**config.mk**
```make
export PLATFORM = sky130hd
export DESIGN_NAME = vend_ctrl_multi
export DESIGN_NICKNAME = d
export VERILOG_FILES = /design/src/rtl/vend_pkg.sv /design/src/rtl/vend_stock_bank.sv /design/src/rtl/vend_ctrl_multi.sv
export SDC_FILE = /design/constraint.sdc
export NUM_CORES = 1
export LEC_CHECK = 0
export ABC_CLOCK_PERIOD_IN_PS = 3900
export CAP_MARGIN = 0
export CORE_ASPECT_RATIO = 1.75
export CORE_UTILIZATION = 65
export DETAILED_ROUTE_END_ITERATION = 10
export DONT_BUFFER_PORTS = 1
export PLACE_DENSITY = 0.8
export SYNTH_ARGS = -nofsm -noshare
export SYNTH_HDL_FRONTEND = slang
export SYNTH_HIERARCHICAL = 1
export SYNTH_SLANG_ARGS = --single-unit
```
**constraint.sdc**
```tcl
create_clock -name clk -period 3.9 [get_ports clk]
set_input_delay 0.78 -clock clk [delete_from_list [all_inputs] [get_ports clk]]
set_output_delay 0.78 -clock clk [all_outputs]
set_load 0.005 [all_outputs]
```
**src/rtl/vend_pkg.sv**
```systemverilog
// Shared types and constants for the multi-product vending controller.
// Latency: n/a (types, constants and pure functions only).
// Backpressure: n/a.
package vend_pkg;

    // FSM state encoding; values are visible on the debug/display port
    typedef enum logic [2:0] {
        S_IDLE      = 3'd0,
        S_CHECK     = 3'd1,
        S_VEND      = 3'd2,
        S_CHANGE    = 3'd3,
        S_THANK_YOU = 3'd4,
        S_ERROR     = 3'd5,
        S_REFUND    = 3'd6
    } state_t;

    // Change denominations, largest first
    localparam int unsigned DENOM_HI  = 5;
    localparam int unsigned DENOM_MID = 2;
    localparam int unsigned DENOM_LO  = 1;

    // Base price table; item indices beyond 3 wrap onto it modulo 4
    function automatic logic [3:0] base_of(input logic [1:0] idx);
        logic [3:0] b;
        case (idx)
            2'd0:    b = 4'd3;
            2'd1:    b = 4'd4;
            2'd2:    b = 4'd6;
            default: b = 4'd8;
        endcase
        return b;
    endfunction

    // A low-stock item costs one unit more than its base price
    function automatic logic [4:0] price_of(input logic [3:0] base, input logic low);
        return {1'b0, base} + {4'b0000, low};
    endfunction

endpackage

```
**src/rtl/vend_stock_bank.sv**
```systemverilog
// Per-item stock counters with restock, single-item decrement and low-stock flags.
// Latency: counters update on the clock edge; read ports and low flags are combinational.
// Backpressure: none; a decrement of an empty counter is ignored and restock has priority.
module vend_stock_bank #(
    parameter int NUM_ITEMS  = 4,
    parameter int STOCK_W    = 4,
    parameter int STOCK_INIT = 5,
    parameter int STOCK_MAX  = 15,
    parameter int LOW_THRESH = 2
) (
    input  logic                         clk,
    input  logic                         rst,
    input  logic                         dec_stb,
    input  logic [$clog2(NUM_ITEMS)-1:0] op_idx,
    input  logic                         restock,
    input  logic [$clog2(NUM_ITEMS)-1:0] rd_idx,
    output logic [STOCK_W-1:0]           rd_level,
    output logic [STOCK_W-1:0]           op_level,
    output logic [NUM_ITEMS-1:0]         low
);

    logic [STOCK_W-1:0] stock [NUM_ITEMS];

    // Counter update: reset to initial fill, restock to full, or take one item
    always_ff @(posedge clk or posedge rst) begin
        if (rst) begin
            for (int i = 0; i < NUM_ITEMS; i++) stock[i] <= STOCK_W'(STOCK_INIT);
        end else if (restock) begin
            for (int i = 0; i < NUM_ITEMS; i++) stock[i] <= STOCK_W'(STOCK_MAX);
        end else if (dec_stb && stock[op_idx] != '0) begin
            stock[op_idx] <= stock[op_idx] - STOCK_W'(1);
        end
    end

    // Read muxes for the display (rd) and the controller's latched item (op)
    always_comb begin
        rd_level = stock[rd_idx];
        op_level = stock[op_idx];
    end

    // Low-stock flags drive the price bump and the front-panel LEDs
    always_comb begin
        low = '0;
        for (int i = 0; i < NUM_ITEMS; i++) low[i] = (stock[i] <= STOCK_W'(LOW_THRESH));
    end

endmodule

```
**src/rtl/vend_ctrl_multi.sv**
```systemverilog
// Multi-product vending controller: credit, price check, vend, refund and coin-by-coin change.
// Latency: purchase -> CHECK next cycle -> VEND/ERROR the cycle after; outputs are registered.
// Backpressure: each change coin holds chg_valid/chg_value until chg_ack; one idle cycle between coins.
module vend_ctrl_multi
    import vend_pkg::*;
#(
    parameter int NUM_ITEMS        = 4,
    parameter int CREDIT_W         = 8,
    parameter int STOCK_W          = 4,
    parameter int STOCK_INIT       = 5,
    parameter int STOCK_MAX        = 15,
    parameter int LOW_THRESH       = 2,
    parameter int THANK_YOU_CYCLES = 100000000
) (
    input  logic                         clk,
    input  logic                         rst,
    input  logic                         coin_valid,
    input  logic [CREDIT_W-1:0]          coin_value,
    input  logic                         purchase,
    input  logic                         cancel,
    input  logic [$clog2(NUM_ITEMS)-1:0] item_sel,
    input  logic                         restock,
    output logic                         chg_valid,
    output logic [CREDIT_W-1:0]          chg_value,
    input  logic                         chg_ack,
    output logic [CREDIT_W-1:0]          credit,
    output logic [CREDIT_W-1:0]          change_due,
    output logic                         vend_pulse,
    output logic [$clog2(NUM_ITEMS)-1:0] vend_item,
    output logic                         error_flag,
    output logic                         coin_reject,
    output logic                         thank_you,
    output logic [2:0]                   state,
    output logic [STOCK_W-1:0]           stock_level,
    output logic [NUM_ITEMS-1:0]         stock_low
);

    localparam int IDX_W = $clog2(NUM_ITEMS);
    localparam int TY_W  = (THANK_YOU_CYCLES > 1) ? $clog2(THANK_YOU_CYCLES) : 1;

    state_t              st;
    logic [IDX_W-1:0]    item_q;
    logic [CREDIT_W-1:0] price_q;
    logic                from_vend_q;
    logic                restock_pend_q;
    logic [TY_W-1:0]     ty_cnt;

    logic [STOCK_W-1:0]  op_level;
    logic [CREDIT_W:0]   coin_sum;
    logic [CREDIT_W-1:0] credit_in;
    logic [CREDIT_W-1:0] price_now;
    logic [CREDIT_W-1:0] credit_after_vend;
    logic [CREDIT_W-1:0] coin_pick;
    logic                dec_stb;
    logic                restock_apply;

    assign state = st;

    vend_stock_bank #(
        .NUM_ITEMS  (NUM_ITEMS),
        .STOCK_W    (STOCK_W),
        .STOCK_INIT (STOCK_INIT),
        .STOCK_MAX  (STOCK_MAX),
        .LOW_THRESH (LOW_THRESH)
    ) u_stock (
        .clk      (clk),
        .rst      (rst),
        .dec_stb  (dec_stb),
        .op_idx   (item_q),
        .restock  (restock_apply),
        .rd_idx   (item_sel),
        .rd_level (stock_level),
        .op_level (op_level),
        .low      (stock_low)
    );

    // Saturating coin add, low-stock pricing, post-vend credit and greedy change coin
    always_comb begin
        coin_sum          = {1'b0, credit} + {1'b0, coin_value};
        credit_in         = credit;
        if (coin_valid) credit_in = coin_sum[CREDIT_W] ? '1 : coin_sum[CREDIT_W-1:0];
        price_now         = CREDIT_W'(price_of(base_of(2'(item_q)), stock_low[item_q]));
        credit_after_vend = credit - price_q;
        if (credit >= CREDIT_W'(DENOM_HI))       coin_pick = CREDIT_W'(DENOM_HI);
        else if (credit >= CREDIT_W'(DENOM_MID)) coin_pick = CREDIT_W'(DENOM_MID);
        else                                     coin_pick = CREDIT_W'(DENOM_LO);
        // Restock only touches the counters while idle, so it can never meet a vend
        dec_stb           = (st == S_VEND);
        restock_apply     = (st == S_IDLE) && (restock || restock_pend_q);
    end

    // Main FSM with credit, change handshake and registered status outputs
    always_ff @(posedge clk or posedge rst) begin
        if (rst) begin
            st             <= S_IDLE;
            item_q         <= '0;
            price_q        <= '0;
            from_vend_q    <= 1'b0;
            restock_pend_q <= 1'b0;
            ty_cnt         <= '0;
            credit         <= '0;
            change_due     <= '0;
            chg_valid      <= 1'b0;
            chg_value      <= '0;
            vend_pulse     <= 1'b0;
            vend_item      <= '0;
            error_flag     <= 1'b0;
            coin_reject    <= 1'b0;
            thank_you      <= 1'b0;
        end else begin
            vend_pulse  <= 1'b0;
            error_flag  <= 1'b0;
            coin_reject <= coin_valid && (st != S_IDLE);
            if (st == S_IDLE)  restock_pend_q <= 1'b0;
            else if (restock)  restock_pend_q <= 1'b1;

            case (st)
                S_IDLE: begin
                    credit <= credit_in;
                    if (purchase) begin
                        item_q <= item_sel;
                        st     <= S_CHECK;
                    end else if (cancel && credit_in != '0) begin
                        st <= S_REFUND;
                    end
                end
                S_CHECK: begin
                    price_q <= price_now;
                    if (op_level == '0 || credit < price_now) begin
                        st         <= S_ERROR;
                        error_flag <= 1'b1;
                    end else begin
                        st         <= S_VEND;
                        vend_pulse <= 1'b1;
                        vend_item  <= item_q;
                    end
                end
                S_VEND: begin
                    credit      <= credit_after_vend;
                    change_due  <= credit_after_vend;
                    from_vend_q <= 1'b1;
                    if (credit_after_vend != '0) begin
                        st <= S_CHANGE;
                    end else begin
                        st        <= S_THANK_YOU;
                        thank_you <= 1'b1;
                        ty_cnt    <= '0;
                    end
                end
                S_REFUND: begin
                    change_due  <= credit;
                    from_vend_q <= 1'b0;
                    st          <= S_CHANGE;
                end
                S_CHANGE: begin
                    if (chg_valid && chg_ack) begin
                        chg_valid  <= 1'b0;
                        chg_value  <= '0;
                        credit     <= credit - chg_value;
                        change_due <= change_due - chg_value;
                        if (credit == chg_value) begin
                            if (from_vend_q) begin
                                st        <= S_THANK_YOU;
                                thank_you <= 1'b1;
                                ty_cnt    <= '0;
                            end else begin
                                st <= S_IDLE;
                            end
                        end
                    end else if (!chg_valid) begin
                        chg_valid <= 1'b1;
                        chg_value <= coin_pick;
                    end
                end
                S_THANK_YOU: begin
                    if (ty_cnt == TY_W'(THANK_YOU_CYCLES - 1)) begin
                        thank_you <= 1'b0;
                        st        <= S_IDLE;
                    end else begin
                        ty_cnt <= ty_cnt + TY_W'(1);
                    end
                end
                S_ERROR: begin
                    st <= S_IDLE;
                end
                default: begin
                    st <= S_IDLE;
                end
            endcase
        end
    end

endmodule

```
==> flow_metrics.py <==
metrics = {
    "clock_tree": {
        "worst_skew_pair.late_latency_ns": 0.35,
        "cts_buffers": 9,
        "cts_tree": "yes",
        "cts_setup_buffers": 0,
        "cts_max_level": 3,
        "cts_resized": 0,
        "cts_hold_buffers": 0,
        "cts.sinks": 81,
        "path_clk_slew_ns": 0.06,
        "cts.path.max_buffers": 2,
        "root_buffer": "clkbuf_16",
    },
    "job": {
        "drv_cap": 0,
    },
    "hold_path": {
        "holdCritPathClass": "in2async",
    },
    "route": {
        "vias": 5323,
        "wl_per_cell_microns": 20.1,
        "drtIter0Drc": 450,
        "routed_wl_microns": 15700,
        "ant_nets": 0,
        "viasPerCell": 6.81,
        "drc": 0,
        "drt_pass1_iterations": 7,
    },
    "global_routing": {
        "grt.overflow.total": 0,
        "grt_max_degree": 45,
        "grt_pass1_vias": 5133,
        "grt_pass1_wl_microns": 25100,
        "antenna_found_initial": 0,
        "grt.total_usage_pct": 35.3,
    },
    "layout": {
        "area_growth_pct": 7.16,
        "final_cells": 782,
        "design_area_sq_um": 6240,
        "finalNetCount": 711,
        "antennaDiodeCount": 0,
        "drive_gt1_share_pct": 11.3,
        "num-fill-cells": 695,
    },
    "logic_synthesis": {
        "netlist_instances": 659,
        "yosys_register_bits": 81,
        "yosysSeqAreaShare_pct": 35.0,
        "synth_edf_count": 0,
        "synthTopCellsByCount": "dfrtp_1 (73), nor2_1 (72), o21ai_0 (68), nand2_1 (46), a21oi_1 (41)",
        "ys_top_cells_by_area": "dfrtp_1 (31%), ha_1 (6.4%), o21ai_0 (5.8%), nor2_1 (4.6%), dfstp_2 (3.6%)",
        "synth.avg_cell_area_sq_um": 8.84,
        "synth_most_common_cell": "dfrtp_1",
        "synth.distinct_cells": 67,
        "synth_ff_type": "dfrtp_1",
        "syn_area_sq_um": 5820,
        "synth_top_area_cell": "dfrtp_1",
        "yosys.area.top_type_share_pct": 31.4,
        "synth_warnings": 6,
        "synthArstFlopShare_pct": 100,
    },
    "worst_setup_path": {
        "critPathArrivalTime_ns": 3.80,
        "cp.required_ns": 4.16,
        "start_kind": "flop",
        "cp_slowest_cell": "dfstp_2",
        "cp_top_family": "compound AO/OA/AOI/OAI gates",
        "crit_buf_inv": 0,
        "cp-end-kind": "flop",
        "worst-setup-path-type": "reg2reg",
        "crit_path_frequent_cell": "ha_1",
        "cp_max_fo": 4,
        "slowest_delay_ns": 0.55,
        "crit_chain": "a211oi_1 > mux4_2 > ha_1 > ha_1 > xnor2_1 > ha_1 > o21ai_0 > a21oi_1 > o41a_1 > o31a_1 > o31a_1 > a211oi_2",
    },
    "timing": {
        "max_freq_mhz": 282,
        "min_period_over_period_pct": 90.9,
        "maxSlewViolCount": 0,
        "slew_headroom_pct": 36.3,
        "rsz0062_at_grt": "no",
        "fin_skew_ns": 0.00806,
        "max_slew.worst_pin.slew_ns": 0.953,
        "tns_ns": 0,
        "setup_viol": 0,
        "finalHoldViolations": 0,
        "fin_crit_ns": 3.55,
    },
    "place": {
        "dpl-instance-area_sq_um": 5930,
        "dp_hpwl_microns": 11700,
        "io_buffers": 0,
        "place_congestion": 0.962,
        "place_inst": 766,
    },
    "floorplan": {
        "ioPinCount": 59,
        "die_y_microns": 127,
        "core-area_sq_um": 8670,
        "start_util_pct": 67.2,
        "dieArea_sq_um": 9360,
        "row_count": 45,
        "die_w_microns": 73.6,
    },
    "power": {
        "pwr_density_cell_nw_per_um2": 895,
        "peakVddDrop_mv": 0.600,
        "p_leak_nw": 2.53,
    },
    "outcome": {
        "status": "completed",
    },
}
-- power breakdown --
part / switching, mW / leakage, nW / internal [mW]
clock network: 0.352 / 0.141 / 0.514
registers: 0.504 / 0.965 / 1.23
logic: 1.77 / 1.43 / 1.22
-- final timing paths --
check	start	to	slack (ns)	cells past startpoint
setup reg to reg	u_stock/stock[4]$_DFFE_PP1P_	state[2]$_DFFE_PP0P_	0.35	12
hold / removal	rst	u_stock/stock[5]$_DFFE_PP0P_	0.39	1
min in group clk	price_q[1]$_DFFE_PP0N_	price_q[1]$_DFFE_PP0N_	0.48	2
hold reg to reg	price_q[1]$_DFFE_PP0N_	price_q[1]$_DFFE_PP0N_	0.48	2
setup / recovery	u_stock/stock[4]$_DFFE_PP1P_	state[2]$_DFFE_PP0P_	0.35	12
max in group asynchronous	rst	ty_cnt[21]$_DFFE_PP0P_	2.52	2
-- registers in the layout, indices dropped and copies added (netlist names) --
name	flops
error_flag	1
change_due	8
item_q	2
coin_reject	1
ty_cnt	27
credit	8
chg_valid	1
from_vend_q	1
restock_pend_q	1
chg_value	3
vend_pulse	1
price_q	5
state	3
u_stock/stock	16
vend_item	2
thank_you	1
-- cell type report --
type                       instances  area (sq um)  share of cell area (%)
inverter                          39           146                    2.35
clock inverter                     6          66.3                    1.06
multi-input combinational        515          3500                    56.1
sequential                        81          2040                    32.6
tap                              117           146                    2.35
timing repair buffer              14           105                    1.68
clock buffer                      10           239                    3.83
-- layer usage --
metal	track usage, %	part of all wire [%]	wire length (microns)
met1	39.6	36	5720
met2	61.8	53	8370
met3	6.78	6.2	975
met4	18.1	4.3	675
met5	0	0	0
-- cell usage in the layout (no fill, tap or decap), types with 6 or more instances in the layout --
cell type	Yosys	final
dfrtp_1	73	73
nor2_1	72	72
o21ai_0	68	68
nand2_1	46	46
a21oi_1	41	41
inv_1	39	38
ha_1	30	30
nor3_1	17	17
nand3_1	17	17
buf_4	6	14
a31oi_1	13	13
a211o_1	13	13
nand2b_1	12	12
nand4_1	12	12
xnor2_1	11	11
a211oi_1	10	10
o31ai_1	9	9
and3_1	9	9
clkbuf_16	0	9
and2_1	8	8
o22ai_1	8	8
dfstp_2	8	8
mux4_2	7	7
or2_2	6	6
nor4_1	6	6
mux2_2	6	6
-- worst reg2reg max path: stages (launching register included) --
cell	delay, ns
dfstp_2	0.55
a211oi_1	0.13
mux4_2	0.49
ha_1	0.22
ha_1	0.20
xnor2_1	0.23
ha_1	0.28
o21ai_0	0.21
a21oi_1	0.06
o41a_1	0.37
o31a_1	0.26
o31a_1	0.24
a211oi_2	0.22
-- cells by family (layout without fill, tap and decap cells) --
| logic type | after synthesis | count (layout) | synth area share (%) |
|---|---|---|---|
| adders and majority gates | 34 | 34 | 7.82 |
| DFF | 81 | 81 | 35.0 |
| other | 1 | 5 | 0.0644 |
| AOI/OAI and AO/OA | 215 | 215 | 24.4 |
| xor gates and xnor gates | 15 | 15 | 2.26 |
| buffers and inverters | 67 | 69 | 5.18 |
| muxes | 22 | 22 | 6.32 |
| and+or+nand+nor | 224 | 224 | 19.0 |
-- per-stage QoR --
step           util, %  power [mW]  hold slack (ns)  setup slack [ns]
6_report          72.0        5.58            0.386             0.354
5_1_grt           72.0        5.97            0.449             0.220
4_1_cts           72.0        5.52            0.391             0.371
3_5_place_dp      68.4        4.63            0.470             0.389
3_3_place_gp      68.4        4.50            0.463             0.544
2_1_floorplan        -        3.86            0.439             0.704
No activity file was read; power rests on OpenSTA's default activity.
